--- config.mk ---
export PLATFORM = sky130hd
export DESIGN_NAME = fetch_queue_multi
export DESIGN_NICKNAME = d
export VERILOG_FILES = /design/src/rtl/fetch_queue_multi.sv
export SDC_FILE = /design/constraint.sdc
export NUM_CORES = 1
export LEC_CHECK = 0
export CORE_MARGIN = 3
export CORE_UTILIZATION = 30
export CTS_CLUSTER_DIAMETER = 100
export DETAILED_ROUTE_END_ITERATION = 8
export HOLD_SLACK_MARGIN = 0.02
export PLACE_DENSITY = 0.45
export SLEW_MARGIN = 20
export SYNTH_ARGS = -nofsm -noshare
export SYNTH_HDL_FRONTEND = slang
export SYNTH_SLANG_ARGS = --single-unit
--- constraint.sdc ---
create_clock -name clk_i -period 6.26 [get_ports clk_i]
set_input_delay 0.939 -clock clk_i [delete_from_list [all_inputs] [get_ports clk_i]]
set_output_delay 0.939 -clock clk_i [all_outputs]
set_load 0.1 [all_outputs]
--- src/rtl/fetch_queue_multi.sv ---
// rtl/fetch_queue_multi.sv - multi-lane fetch bundle queue between fetch and decode/issue
// Per-lane independent pop; an entry retires once every lane it carried has been consumed.
module fetch_queue_multi #(
  parameter int LANES  = 2,
  parameter int LANE_W = 1,
  parameter int DEPTH  = 4,
  parameter int ADDR_W = 2,
  parameter int INFO_W = 2
) (
  input  logic                      clk_i,
  input  logic                      rst_ni,
  input  logic                      flush_i,
  input  logic                      push_i,
  input  logic [31:0]               pc_in_i,
  input  logic [LANES-1:0]          mask_in_i,
  input  logic [32*LANES-1:0]       data_in_i,
  input  logic [INFO_W*LANES-1:0]   info_in_i,
  output logic                      accept_o,
  output logic [LANES-1:0]          valid_o,
  output logic [32*LANES-1:0]       pc_out_o,
  output logic [32*LANES-1:0]       data_out_o,
  output logic [INFO_W*LANES-1:0]   info_out_o,
  input  logic [LANES-1:0]          pop_i,
  output logic [ADDR_W:0]           level_o
);

  localparam int PC_HI_W = 32 - LANE_W - 2;
  localparam logic [ADDR_W:0] FULL = (ADDR_W+1)'(DEPTH);

  logic [ADDR_W-1:0]        rd_ptr_q, rd_ptr_d, wr_ptr_q, wr_ptr_d;
  logic [ADDR_W:0]          count_q, count_d;
  logic [PC_HI_W-1:0]       pc_q   [DEPTH];
  logic [LANES-1:0]         lv_q   [DEPTH];
  logic [32*LANES-1:0]      data_q [DEPTH];
  logic [INFO_W*LANES-1:0]  info_q [DEPTH];

  logic                     empty, push_eff, retire;
  logic [LANES-1:0]         pop_eff, head_left;
  logic [LANE_W+1:0]        unused_pc_lo;

  // Lane PCs are rebuilt from the bundle-aligned upper bits, so the low bits are never stored.
  assign unused_pc_lo = pc_in_i[LANE_W+1:0];

  assign empty      = (count_q == '0);
  assign accept_o   = (count_q != FULL);
  assign valid_o    = empty ? '0 : lv_q[rd_ptr_q];
  assign data_out_o = data_q[rd_ptr_q];
  assign info_out_o = info_q[rd_ptr_q];
  assign level_o    = count_q;

  assign pop_eff   = pop_i & valid_o;
  assign head_left = lv_q[rd_ptr_q] & ~pop_eff;
  assign retire    = !empty && (head_left == '0);
  assign push_eff  = push_i && accept_o && (mask_in_i != '0);

  // Lane PCs read as zero while empty so the port is all-zero out of reset.
  for (genvar k = 0; k < LANES; k++) begin : g_lane_pc
    localparam logic [LANE_W-1:0] LIDX = LANE_W'(k);
    assign pc_out_o[32*k +: 32] = empty ? 32'h0 : {pc_q[rd_ptr_q], LIDX, 2'b00};
  end

  always_comb begin
    rd_ptr_d = rd_ptr_q + ADDR_W'(retire);
    wr_ptr_d = wr_ptr_q + ADDR_W'(push_eff);
    count_d  = count_q;
    if (push_eff && !retire)
      count_d = count_q + (ADDR_W+1)'(1);
    else if (retire && !push_eff)
      count_d = count_q - (ADDR_W+1)'(1);
    if (flush_i) begin
      rd_ptr_d = '0;
      wr_ptr_d = '0;
      count_d  = '0;
    end
  end

  always_ff @(posedge clk_i or negedge rst_ni) begin
    if (!rst_ni) begin
      rd_ptr_q <= '0;
      wr_ptr_q <= '0;
      count_q  <= '0;
      for (int i = 0; i < DEPTH; i++) begin
        pc_q[i]   <= '0;
        lv_q[i]   <= '0;
        data_q[i] <= '0;
        info_q[i] <= '0;
      end
    end else begin
      rd_ptr_q <= rd_ptr_d;
      wr_ptr_q <= wr_ptr_d;
      count_q  <= count_d;
      if (flush_i) begin
        for (int i = 0; i < DEPTH; i++) lv_q[i] <= '0;
      end else begin
        // Head and tail entries never coincide here: that would need a full queue, which blocks push.
        if (!empty) lv_q[rd_ptr_q] <= head_left;
        if (push_eff) begin
          lv_q[wr_ptr_q]   <= mask_in_i;
          pc_q[wr_ptr_q]   <= pc_in_i[31:LANE_W+2];
          data_q[wr_ptr_q] <= data_in_i;
          info_q[wr_ptr_q] <= info_in_i;
        end
      end
    end
  end

endmodule

==> results.py, run 1 <==
metrics = {
    "setup_path": {
        "cp_num_buf_inv": 2,
        "critPathSlowestCell": "clkdlybuf4s50_1",
        "critPathMaxFanout": 43,
        "critPathRequiredTime_ns": 5.32,
        "slowest_delay_ns": 1.20,
        "crit_chain": "buf_4 -> mux2_2 -> nor2_1 -> clkdlybuf4s50_1",
        "critPathLaunchType": "flop",
        "cpLargestDelayFamily": "buffers and inverters",
        "critPathKind": "flop to output port",
        "crit_arrival_ns": 3.85,
        "worst_setup_path_end_kind": "output port",
    },
    "timing": {
        "setup_viol": 0,
        "hold_violations": 0,
        "fin_crit_sh_pct": 76.5,
        "rsz0062_at_grt": "no",
        "relSlewSlack_pct": 26.3,
        "fin_skew_ns": 0.0208,
        "setup_tns_ns": 0,
        "finalCriticalPeriod_ns": 4.79,
        "worstMarginPinSlew_ns": 1.10,
        "slew_violations": 0,
        "max_freq_mhz": 209,
    },
    "drt": {
        "vias": 10600,
        "via_per_inst": 4.87,
        "wl_per_cell_um": 21.3,
        "drt_iter0_drc": 366,
        "ant_nets": 0,
        "wl_um": 46100,
        "drt_pass1_iterations": 4,
        "drc": 0,
    },
    "global_route": {
        "use_met2_pct": 22.9,
        "antenna_found_initial": 7,
        "gr-total-overflow": 0,
        "met1_usage_pct": 19.5,
        "grt_pass1_vias": 11600,
        "track_usage_pct": 14.5,
        "grt_max_degree": 160,
        "grt_first_pass_wirelength_um": 72100,
        "busiest_layer": "met2",
        "grt_use_met3_pct": 4.25,
    },
    "synthesis": {
        "yosysMostFrequentCell": "dfrtp_1",
        "synth_area_um2": 18500,
        "synth_edf_count": 0,
        "yosys.area_share.adder_pct": 0.243,
        "synthXorXnorAreaFrac_pct": 0.0946,
        "synth_mux_area_share_pct": 36.7,
        "synth_common_cells": "dfrtp_1 (403), mux2_2 (335), mux4_2 (97)",
        "async_reset_ff_share_pct": 100,
        "ys_ff_latch": 403,
        "synth_top_family_by_area": "multiplexers",
        "synth_top_area_share_pct": 54.5,
        "synth_cell_types": 55,
        "yosys.area_share.simple_pct": 2.97,
        "synth_top_area_cell": "dfrtp_1",
        "synth.avg_cell_area_um2": 16.3,
        "syn_inst": 1138,
        "synth.area.top_cells": "dfrtp_1 (54%), mux2_2 (20%), mux4_2 (12%)",
        "synth_compound_area_share_pct": 1.49,
        "synth_seq_area_share_pct": 54.5,
        "yosysWarningCount": 0,
        "synth_flop_cell": "dfrtp_1",
    },
    "die": {
        "die_w_um": 254,
        "die_area_um2": 64700,
        "rows": 90,
        "start_util_pct": 30.5,
        "die_h_um": 254,
        "ioPinCount": 246,
        "core_um2": 60700,
    },
    "clock_network": {
        "post_cts_buffers": 0,
        "clk_pin_slew_ns": 0.06,
        "cts_tree": "built",
        "hold_buffers": 0,
        "cts-root-buf": "clkbuf_16",
        "ctsResizeCount": 0,
        "h-tree-depth": 2,
        "cts_buffers": 51,
        "insertion_delay_ns": 0.59,
        "clock_sinks": 403,
        "clockBufferDepth": 3,
    },
    "final_layout": {
        "drive_gt1_share_pct": 43.3,
        "fin_nets": 1453,
        "final_util_pct": 38.0,
        "syn_to_final_growth_pct": 24.7,
    },
    "job": {
        "maxCapViolCount": 0,
    },
    "placement": {
        "gp_congestion": 0.693,
        "io_buffer_count": 237,
        "dpl.hpwl_um": 27000,
    },
    "outcome": {
        "status": "finished clean",
    },
    "min_path": {
        "min_path_type": "primary input to async pin",
    },
}
cell type report:
class                   instances  area (µm²)
fillers                      5664       37600
flip-flops and latches        403       10100
multi-input cells             622        7710
repair buffers                257        2600
clock buffers                  75        1500
well taps                     782         978
clock inverters                16         169
inverters                       7        26.3
diodes                          4        10.0
cell usage in the layout, fill, tap and decap left out, drive strengths merged, types with 3 or more instances in the layout:
master         instances
o31ai                  3
nor3                   4
o211ai                 4
conb                   5
diode                  4
nor2b                  4
nand2                  4
or3                    5
mux2                 389
nand3                 12
a21oi                  9
mux4                  97
inv                   10
and2                  29
dfrtp                403
clkbuf                75
bufinv                 3
buf                   21
o221ai                 3
clkinv                 9
nand2b                 3
mux2i                  4
clkdlybuf4s50        236
nor2                   8
through the flow:
step	hold WS, ns	instance area, µm²	setup WS (ns)	instances
floorplan	0.453	18500	1.43	1142
global placement	0.465	21400	2.01	2071
global route	0.317	23100	1.22	2164
CTS	0.300	23100	1.34	2162
detailed placement	0.471	21400	1.99	2071
finish	0.304	23100	1.47	2166
logic make-up after synthesis:
family	after synthesis
AOI/OAI and AO/OA	38
muxes	490
DFF	403
xor gates and xnor gates	2
and+or+nand+nor	84
other	1
adders and majority gates	3
buffers and inverters	117
state kept, by name (all words and copies together) (netlist names):
signal and count:
lv_q 8, level_o 3, rd_ptr_q 2, info_q 16, wr_ptr_q 2, pc_q 116, data_q 256
worst paths after layout:
check	start	end	slack [ns]	cells after the start
hold / removal	rst_ni	pc_q[107]$_DFFE_PN0P_	0.30	1
hold reg to reg	data_q[35]$_DFFE_PN0P_	data_q[35]$_DFFE_PN0P_	0.48	1
setup / recovery	rd_ptr_q[0]$_DFF_PN0_	valid_o[0]	1.47	4
max in group asynchronous	rst_ni	data_q[237]$_DFFE_PN0P_	4.58	2
min in group clk_i	data_q[35]$_DFFE_PN0P_	data_q[35]$_DFFE_PN0P_	0.48	1
setup reg to reg	rd_ptr_q[0]$_DFF_PN0_	level_o[2]$_DFFE_PN0P_	2.38	9
metal layers:
| metal | vias to the layer above | part of all wire, % |
|---|---|---|
| met5 | - | 0.074 |
| met4 | 6 | 1.9 |
| met3 | 71 | 5.9 |
| met2 | 206 | 48 |
| met1 | 5653 | 45 |
| li1 | 4617 | - |
Power of run 1 is not shown: default switching activity piles up to over one toggle a cycle in this logic, so the estimate is an artifact.
==> run 2: changes to the inputs <==
PLACE_DENSITY = 0.46   (was 0.45)
clock period = 4 ns   (was 6.26 ns; I/O delays follow)
==> results.py, run 2 (same netlist as run 1, synthesis figures left out) <==
metrics = {
    "setup_path": {
        "r2r_cells": 8,
        "critPathMaxFanout": 53,
        "critPathRequiredTime_ns": 3.40,
        "critPathLaunchType": "flop",
        "reg2reg_to": "level_o[2]$_DFFE_PN0P_",
        "r2r_start": "rd_ptr_q[1]$_DFF_PN0_",
        "critPathKind": "flop to output port",
        "crit_arrival_ns": 2.79,
        "reg2reg_slack_ns": 1.04,
        "worst_setup_path_end_kind": "output port",
    },
    "global_route": {
        "gr-total-overflow": 0,
        "grt_first_pass_wirelength_um": 72200,
        "track_usage_pct": 14.5,
        "antenna_found_initial": 4,
        "grt_max_degree": 98,
        "grt_pass1_vias": 11600,
    },
    "clock_network": {
        "cts_tree": "built",
        "hold_buffers": 0,
        "clock_sinks": 403,
        "insertion_delay_ns": 0.58,
        "clockBufferDepth": 3,
        "ctsResizeCount": 0,
        "cts-root-buf": "clkbuf_16",
        "post_cts_buffers": 0,
        "cts_buffers": 49,
        "h-tree-depth": 2,
        "clk_pin_slew_ns": 0.06,
    },
    "die": {
        "die_area_um2": 64700,
        "die_w_um": 254,
        "core_um2": 60700,
        "start_util_pct": 30.5,
        "die_h_um": 254,
        "rows": 90,
        "ioPinCount": 246,
    },
    "outcome": {
        "status": "finished clean",
    },
    "drt": {
        "vias": 10500,
        "ant_nets": 0,
        "drt_pass1_iterations": 4,
        "wl_um": 46500,
        "drc": 0,
        "drt_iter0_drc": 409,
        "via_per_inst": 4.85,
        "wl_per_cell_um": 21.4,
    },
    "final_layout": {
        "syn_to_final_growth_pct": 23.4,
        "top_regs": "data_q x256, pc_q x116, info_q x16",
        "most-common-layout-cells": "dfrtp_1 (401), mux2_2 (335), buf_4 (142), clkdlybuf4s50_1 (106), mux4_2 (97)",
        "n_antenna_cell": 0,
        "fin_nets": 1458,
        "final_common_cell": "dfrtp_1",
        "top_register": "data_q",
        "final-instance-count-excl-fill": 2167,
        "drive_gt1_share_pct": 53.4,
        "largest_register_ffs": 256,
    },
    "timing": {
        "setup_slack_ns": 0.609,
        "worstMarginPinSlew_ns": 1.06,
        "hold_violations": 0,
        "slew_violations": 0,
        "fin_skew_ns": 0.0219,
        "fin_crit_sh_pct": 84.8,
        "relSlewSlack_pct": 29.3,
        "finalCriticalPeriod_ns": 3.39,
        "max_freq_mhz": 295,
        "rsz0062_at_grt": "no",
        "setup_viol": 0,
        "setup_tns_ns": 0,
    },
    "placement": {
        "gp_congestion": 0.692,
        "dp_slack_ns": 0.873,
        "dpl.hpwl_um": 26900,
        "io_buffer_count": 237,
        "dp.cells": 2078,
    },
    "job": {
        "maxCapViolCount": 0,
    },
    "min_path": {
        "min_path_type": "primary input to async pin",
    },
}
## run 2: area by class of cell
| class | instances | area [µm²] |
|---|---|---|
| repair buffers | 264 | 2440 |
| well taps | 782 | 978 |
| clock inverters | 14 | 105 |
| multi-input cells | 622 | 7720 |
| fillers | 5723 | 37800 |
| clock buffers | 75 | 1490 |
| inverters | 7 | 26.3 |
| flip-flops and latches | 403 | 10100 |
## run 2: critical path, cell delays in order, from the launching register on
cell and delay (ns):
dfrtp_4 0.62, buf_12 0.41, mux4_2 0.57, and2_1 0.23, buf_4 0.26
## run 2: stage by stage
stage	instance area, µm²	hold WS (ns)	util [%]
2_1_floorplan	18500	0.304	-
3_3_place_gp	21300	0.468	35.0
3_5_place_dp	21300	0.477	35.0
4_1_cts	22800	0.118	37.6
5_1_grt	22800	0.157	37.6
6_report	22800	0.0904	37.6
## run 2: per-layer routing
layer	wire length, µm	track usage [%]	vias to the layer above	share of wire [%]
met5	48	0	-	0.10
met4	829	3.75	8	1.8
met3	2630	3.64	63	5.7
met2	21800	23.1	200	47
met1	21200	19.9	5629	46
li1	-	-	4606	-
## run 2: how the worst max path moves through the flow
stage | from | end | slack (ns) | cells past startpoint
3_3_place_gp | pop_i[0] | level_o[2]$_DFFE_PN0P_ | 0.80 | 9
3_5_place_dp | pop_i[0] | level_o[2]$_DFFE_PN0P_ | 0.87 | 9
2_1_floorplan | level_o[2]$_DFFE_PN0P_ | pc_out_o[54] | 0.29 | 6
4_1_cts | rd_ptr_q[0]$_DFF_PN0_ | pc_out_o[31] | 0.54 | 4
5_1_grt | rd_ptr_q[0]$_DFF_PN0_ | pc_out_o[3] | 0.44 | 4
6_report | rd_ptr_q[0]$_DFF_PN0_ | pc_out_o[31] | 0.61 | 4
Power of run 2 is left out for the same reason.
